===== src/rtl/alu_microseq_if.sv =====
// Bundle of program-load, control and datapath-control signals between the
// sequencer and whoever loads/starts it.
interface alu_microseq_if #(
  parameter int AW = 3
);
  logic          prog_we;
  logic [AW-1:0] prog_addr;
  logic [15:0]   prog_data;
  logic          start;
  logic [AW:0]   len;
  logic          abort;
  logic [3:0]    func;
  logic [3:0]    rd_addr;
  logic [3:0]    rs1_addr;
  logic [3:0]    rs2_addr;
  logic          reg_we;
  logic          busy;
  logic          done;
  logic [AW-1:0] pc;

  modport master (
    output prog_we, prog_addr, prog_data, start, len, abort,
    input  func, rd_addr, rs1_addr, rs2_addr, reg_we, busy, done, pc
  );

  modport slave (
    input  prog_we, prog_addr, prog_data, start, len, abort,
    output func, rd_addr, rs1_addr, rs2_addr, reg_we, busy, done, pc
  );
endinterface


===== src/rtl/alu_microseq.sv =====
// Micro-op sequencer: steps a loadable program of {func,rd,rs1,rs2} words,
// two cycles per op (ISSUE settles the datapath, WRITE strobes the bank).
module alu_microseq #(
  parameter int DEPTH = 8,
  parameter int AW    = 3
) (
  input logic          clk,
  input logic          rst,
  alu_microseq_if.slave bus
);
  typedef enum logic [1:0] {IDLE, ISSUE, WRITE, DONE} state_t;

  localparam logic [AW:0] LEN_MAX = (AW+1)'(DEPTH);
  localparam logic [AW:0] CNT_ONE = (AW+1)'(1);
  localparam logic [3:0]  HALT    = 4'hF;

  logic [15:0]   store [DEPTH];

  state_t        state, state_n;
  logic [AW-1:0] pc_q, pc_n;
  logic [AW:0]   cnt, cnt_n;
  logic          abort_flag, abort_flag_n;
  logic [AW:0]   len_clamped;
  logic          cur_halt;
  logic [15:0]   op_n;
  logic          in_op_n;

  logic [3:0]    func_q, rd_q, rs1_q, rs2_q;
  logic          reg_we_q, busy_q, done_q;

  assign len_clamped = (bus.len > LEN_MAX) ? LEN_MAX : bus.len;
  assign cur_halt    = (store[pc_q][15:12] == HALT);

  // Program store has no reset; it only accepts writes while idle.
  always_ff @(posedge clk) begin
    if (bus.prog_we && state == IDLE) begin
      store[bus.prog_addr] <= bus.prog_data;
    end
  end

  always_comb begin
    state_n      = state;
    pc_n         = pc_q;
    cnt_n        = cnt;
    abort_flag_n = abort_flag;
    case (state)
      IDLE: begin
        if (bus.start) begin
          abort_flag_n = 1'b0;
          cnt_n        = len_clamped;
          if (len_clamped == '0) begin
            state_n = DONE;
          end else begin
            state_n = ISSUE;
            pc_n    = '0;
          end
        end
      end
      ISSUE: begin
        state_n = WRITE;
        if (bus.abort) abort_flag_n = 1'b1;
      end
      WRITE: begin
        cnt_n = cnt - 1'b1;
        if (bus.abort) abort_flag_n = 1'b1;
        // An abort sampled this very cycle still lets the current op finish.
        if (abort_flag || bus.abort || cur_halt || cnt == CNT_ONE) begin
          state_n = DONE;
        end else begin
          state_n = ISSUE;
          pc_n    = pc_q + 1'b1;
        end
      end
      DONE: begin
        state_n      = IDLE;
        abort_flag_n = 1'b0;
      end
      default: state_n = IDLE;
    endcase
  end

  assign op_n    = store[pc_n];
  assign in_op_n = (state_n == ISSUE) || (state_n == WRITE);

  // Outputs are precomputed from the next state so they come straight from flops.
  always_ff @(posedge clk) begin
    if (rst) begin
      state      <= IDLE;
      pc_q       <= '0;
      cnt        <= '0;
      abort_flag <= 1'b0;
      func_q     <= '0;
      rd_q       <= '0;
      rs1_q      <= '0;
      rs2_q      <= '0;
      reg_we_q   <= 1'b0;
      busy_q     <= 1'b0;
      done_q     <= 1'b0;
    end else begin
      state      <= state_n;
      pc_q       <= pc_n;
      cnt        <= cnt_n;
      abort_flag <= abort_flag_n;
      func_q     <= in_op_n ? op_n[15:12] : 4'h0;
      rd_q       <= in_op_n ? op_n[11:8]  : 4'h0;
      rs1_q      <= in_op_n ? op_n[7:4]   : 4'h0;
      rs2_q      <= in_op_n ? op_n[3:0]   : 4'h0;
      reg_we_q   <= (state_n == WRITE) && (op_n[15:12] != HALT);
      busy_q     <= in_op_n;
      done_q     <= (state_n == DONE);
    end
  end

  assign bus.func     = func_q;
  assign bus.rd_addr  = rd_q;
  assign bus.rs1_addr = rs1_q;
  assign bus.rs2_addr = rs2_q;
  assign bus.reg_we   = reg_we_q;
  assign bus.busy     = busy_q;
  assign bus.done     = done_q;
  assign bus.pc       = pc_q;
endmodule


===== src/flat_wrapper.sv =====
// flat-port wrapper written by rule: the top's interface ports become plain ports
module alu_microseq_flat 
#(
  parameter int DEPTH = 8,
  parameter int AW    = 3
)
  (clk, rst, bus_prog_we, bus_prog_addr, bus_prog_data, bus_start, bus_len, bus_abort, bus_func, bus_rd_addr, bus_rs1_addr, bus_rs2_addr, bus_reg_we, bus_busy, bus_done, bus_pc);
  alu_microseq_if #(.AW(AW)) bus_i ();
  input logic clk;
  input logic rst;
  input wire logic [$bits(bus_i.prog_we)-1:0] bus_prog_we;
  input wire logic [$bits(bus_i.prog_addr)-1:0] bus_prog_addr;
  input wire logic [$bits(bus_i.prog_data)-1:0] bus_prog_data;
  input wire logic [$bits(bus_i.start)-1:0] bus_start;
  input wire logic [$bits(bus_i.len)-1:0] bus_len;
  input wire logic [$bits(bus_i.abort)-1:0] bus_abort;
  output wire logic [$bits(bus_i.func)-1:0] bus_func;
  output wire logic [$bits(bus_i.rd_addr)-1:0] bus_rd_addr;
  output wire logic [$bits(bus_i.rs1_addr)-1:0] bus_rs1_addr;
  output wire logic [$bits(bus_i.rs2_addr)-1:0] bus_rs2_addr;
  output wire logic [$bits(bus_i.reg_we)-1:0] bus_reg_we;
  output wire logic [$bits(bus_i.busy)-1:0] bus_busy;
  output wire logic [$bits(bus_i.done)-1:0] bus_done;
  output wire logic [$bits(bus_i.pc)-1:0] bus_pc;
  assign bus_i.prog_we = bus_prog_we;
  assign bus_i.prog_addr = bus_prog_addr;
  assign bus_i.prog_data = bus_prog_data;
  assign bus_i.start = bus_start;
  assign bus_i.len = bus_len;
  assign bus_i.abort = bus_abort;
  assign bus_func = bus_i.func;
  assign bus_rd_addr = bus_i.rd_addr;
  assign bus_rs1_addr = bus_i.rs1_addr;
  assign bus_rs2_addr = bus_i.rs2_addr;
  assign bus_reg_we = bus_i.reg_we;
  assign bus_busy = bus_i.busy;
  assign bus_done = bus_i.done;
  assign bus_pc = bus_i.pc;
  alu_microseq #(.DEPTH(DEPTH), .AW(AW)) u_core (.clk(clk), .rst(rst), .bus(bus_i));
endmodule

===== config.mk =====
export PLATFORM = sky130hd
export DESIGN_NAME = alu_microseq_flat
export DESIGN_NICKNAME = d
export VERILOG_FILES = /design/src/rtl/alu_microseq_if.sv /design/src/rtl/alu_microseq.sv /design/src/flat_wrapper.sv
export SDC_FILE = /design/constraint.sdc
export NUM_CORES = 1
export LEC_CHECK = 0
export BUFFER_PORTS_ARGS = -buffer_cell sky130_fd_sc_hd__buf_2
export CAP_MARGIN = 40
export CORE_MARGIN = 2
export CORE_UTILIZATION = 53
export DETAILED_ROUTE_END_ITERATION = 12
export GPL_ROUTABILITY_DRIVEN = 0
export HOLD_SLACK_MARGIN = 0.05
export PLACE_DENSITY = 0.76
export REMOVE_ABC_BUFFERS = 1
export SYNTH_ARGS = -nofsm -noshare
export SYNTH_HDL_FRONTEND = slang
export SYNTH_SLANG_ARGS = --single-unit

===== constraint.sdc =====
create_clock -name clk -period 2.77 [get_ports clk]
set_input_delay 0.277 -clock clk [delete_from_list [all_inputs] [get_ports clk]]
set_output_delay 0.277 -clock clk [all_outputs]
set_load 0.02 [all_outputs]

==> results.tsv <==
stage	metric	value	unit
outcome	violations	DRC, setup timing	
global_route	grt_pass1_vias	4183	
synthesis	synth_edf_count	128	
worst_hold_path	worstHoldPathType	input port to register	
synthesis	yosysSeqAreaShare	69.99	%
critical_path	reg2reg_to	u_core.bus.reg_we	
synthesis	synth_cells	404	
final_layout	final_cell_mix	edfxtp_1, buf_4, buf_2	
sta	slew_violations	0	
clocking	clkTransAtPathRegs	60	ps
floorplan	fp.dieW	113.2	µm
detailed_routing	avgViaCountPerCell	6.087	
power	peakVddDrop	983.3	µV
worst_hold_path	min_path_cells	1	
global_route	grt_pass1_wl	23240	µm
floorplan	ios	50	
detailed_routing	wl_per_cell	23.17	µm
detailed_routing	vias	4188	
clocking	cts_made_buffers	17	
sta	fmax	0.3347	GHz
synthesis	synth_area	6321	µm²
synthesis	synth-main-ff-cell	edfxtp_1	
clocking	htree_levels	4	
final_layout	area_delta_synth_final	28.76	%
sta	min_period	2988	ps
power	pwr_density_cell	967.6	nW/µm²
place	post-place-ws	-360.1	ps
detailed_routing	drc_errors	4	
place	placed_cells	640	
floorplan	die_h	113.2	µm
global_route	met3_usage	7.017	%
synthesis	postSynthAreaPerCell	15.65	µm²
global_route	grtUsageMet2	42.28	%
synthesis	netlist_top_cells_area	edfxtp_1, dfxtp_1, mux4_2	
synthesis	synth.distinct_cells	52	
global_route	antenna_found_initial	0	
worst_hold_path	hold_path.startpoint	bus_prog_data[11]	
critical_path	arrival	3330	ps
clocking	numClockSinks	157	
critical_path	crit_required	3110	ps
clocking	clk_latency	430	ps
critical_path	rrSetupSlack	-220	ps
detailed_routing	firstDrtPassIters	9	
synthesis	async_flop_share	0	%
worst_hold_path	min_to	u_core.store[2][11]	
floorplan	core	11520	µm²
sta	finClkSkew	7.620	ps
clocking	cts_tree	yes	
global_route	busiest_layer	met2	
critical_path	crit_path_end_kind	register	
outcome	outcome	finished, violations left	
final_layout	fin_area	8139	µm²
floorplan	initial_utilization	54.89	%
global_route	grt_usage	25.17	%
critical_path	critPathMaxFanout	9	
sta	worstMarginPinSlew	539.3	ps
sta	maxSlewHeadroom	63.89	%
critical_path	ff2ff_path_depth	10	
place	portBuffers	49	
synthesis	yosysWarnings	0	
place	dpl.hpwl	9074	µm
critical_path	worstSetupPathType	register to register	
sta	finalHoldViolCount	0	
sta	fin_ws	-217.5	ps
place	placed_cell_area	7161	µm²
detailed_routing	drt-total-wl	15940	µm
global_route	grt_overflow	0	
detailed_routing	dr.first_iter.drc_count	419	
sta	setup_viol	17	
critical_path	start_kind	register	
synthesis	synth_largest_area_cell	edfxtp_1	
final_layout	fillerInstances	710	
global_route	grtUsageMet1	30.65	%
clocking	cts_hold_buffers	0	
final_layout	n_antenna_cell	0	
final_layout	finalNonFillerCells	688	
final_layout	final_common_cell	edfxtp_1	
final_layout	drive_gt1_share	43.30	%
detailed_routing	ant_nets	0	
sta	rsz0062_at_grt	true	
power	p_leak	3.034	nW
clocking	cts_buffer_depth	2	
critical_path	reg2reg_from	u_core.store[0][12]	
clocking	cts-root-buf	clkbuf_16	
job	maxCapViolCount	0	
synthesis	synth_top_area_share	60.81	%
global_route	grt_max_degree	17	
final_layout	fin_nets	569	
sta	period_share	107.9	%
floorplan	rows	39	
synthesis	synth-seq-cells	157	
floorplan	dieArea	12820	µm²
[how the worst max path moves through the flow]
stage	start	end	slack (ps)	cells past startpoint
final	u_core.store[0][12]	u_core.bus.reg_we	-220	10
after global routing	u_core.state[1]	u_core.bus.reg_we	-250	13
after CTS	u_core.store[0][12]	u_core.bus.rd_addr[1]	-160	12
after detailed placement	u_core.cnt[1]	u_core.bus.rs1_addr[2]	-360	12
after global placement	u_core.cnt[1]	u_core.bus.rs1_addr[2]	-250	12
after floorplan	u_core.bus.pc[2]	u_core.bus.rd_addr[0]	-990	9
[power breakdown]
part	switching [W]	leakage, nW	internal [W]
Sequential	0.0000850	1.40	0.00277
Combinational	0.00128	1.32	0.00120
Clock	0.000934	0.313	0.00160
Total	0.00230	3.03	0.00557
[cell families (layout without fill, tap and decap cells)]
| family | after synthesis | after routing | share of synthesized area (%) |
|---|---|---|---|
| DFF | 157 | 157 | 69.99 |
| AOI/OAI and AO/OA | 54 | 55 | 5.563 |
| and+or+nand+nor | 110 | 110 | 8.631 |
| muxes | 42 | 42 | 11.66 |
| buffers and inverters | 33 | 173 | 2.573 |
| adders and majority gates | 8 | 8 | 1.584 |
[cells in the mapped netlist, types with 2 or more instances]
cell type	number
o31a_1	2
a21oi_1	22
edfxtp_1	128
and2_1	6
nor4_1	2
or4_1	2
dfxtp_1	29
clkbuf_1	9
o21ai_0	4
buf_6	2
buf_4	5
nand2b_1	3
nand2_1	40
nand3_1	8
o22ai_1	3
buf_2	4
nand4b_1	3
nor2_1	19
inv_1	13
mux2_2	2
nor3_1	7
mux4_2	25
nand4_1	5
or3_1	3
nor2b_1	3
a211oi_1	5
o211ai_1	4
ha_1	8
mux2i_1	14
a311oi_1	2
[per-stage QoR]
| step | utilization [%] | hold WS (ps) | TNS [ps] | power [W] |
|---|---|---|---|---|
| floorplan | - | 346.1 | -15820 | 0.004111 |
| CTS | 69.69 | 95.67 | -2067 | 0.007827 |
| global route | 70.68 | 111.3 | -3461 | 0.008179 |
| finish | 70.68 | 113.4 | -2225 | 0.007875 |
| global placement | 62.18 | 512.2 | -3355 | 0.004921 |
| detailed placement | 62.18 | 530.0 | -5192 | 0.004998 |
[cell type report]
class / instances / area [µm²] / area share, %
Multi-Input combinational cell: 215 / 1916 / 23.54
Tap cell: 143 / 178.9 / 2.198
Sequential cell: 157 / 4431 / 54.44
Timing Repair Buffer: 129 / 925.9 / 11.38
Clock buffer: 18 / 429.2 / 5.273
Clock inverter: 13 / 210.2 / 2.583
Inverter: 13 / 48.80 / 0.5995
[critical path, cell delays in order, from the launching register on]
cell and delay [ps]:
edfxtp_1 420, and3_1 170, and4b_1 200, or3_4 360
or4_4 570, and2_4 190, buf_12 140, a221o_1 340
a21oi_2 200, a211oi_2 70, a311oi_2 240
[state kept, by name (all words and copies together), names as in the netlist]
name                 cells
u_core.bus.done          1
u_core.bus.func          4
u_core.bus.reg_we        1
u_core.state             2
u_core.abort_flag        1
u_core.bus.pc            3
u_core.bus.busy          1
u_core.bus.rs2_addr      4
u_core.bus.rd_addr       4
u_core.store           128
u_core.cnt               4
u_core.bus.rs1_addr      4
[per-layer routing]
layer,vias to the layer above,wire (µm)
met5,-,0
met4,0,593
met3,48,1353
met2,237,8150
met1,2077,5844
li1,1826,-
[what timing repair did]
action,CTS,global route
pin swaps,17,16
setup buffers,10,6
setup endpoints to repair,18,18
resized for setup,27,31
gates cloned,2,1
Power figures use the tool's default switching activity.
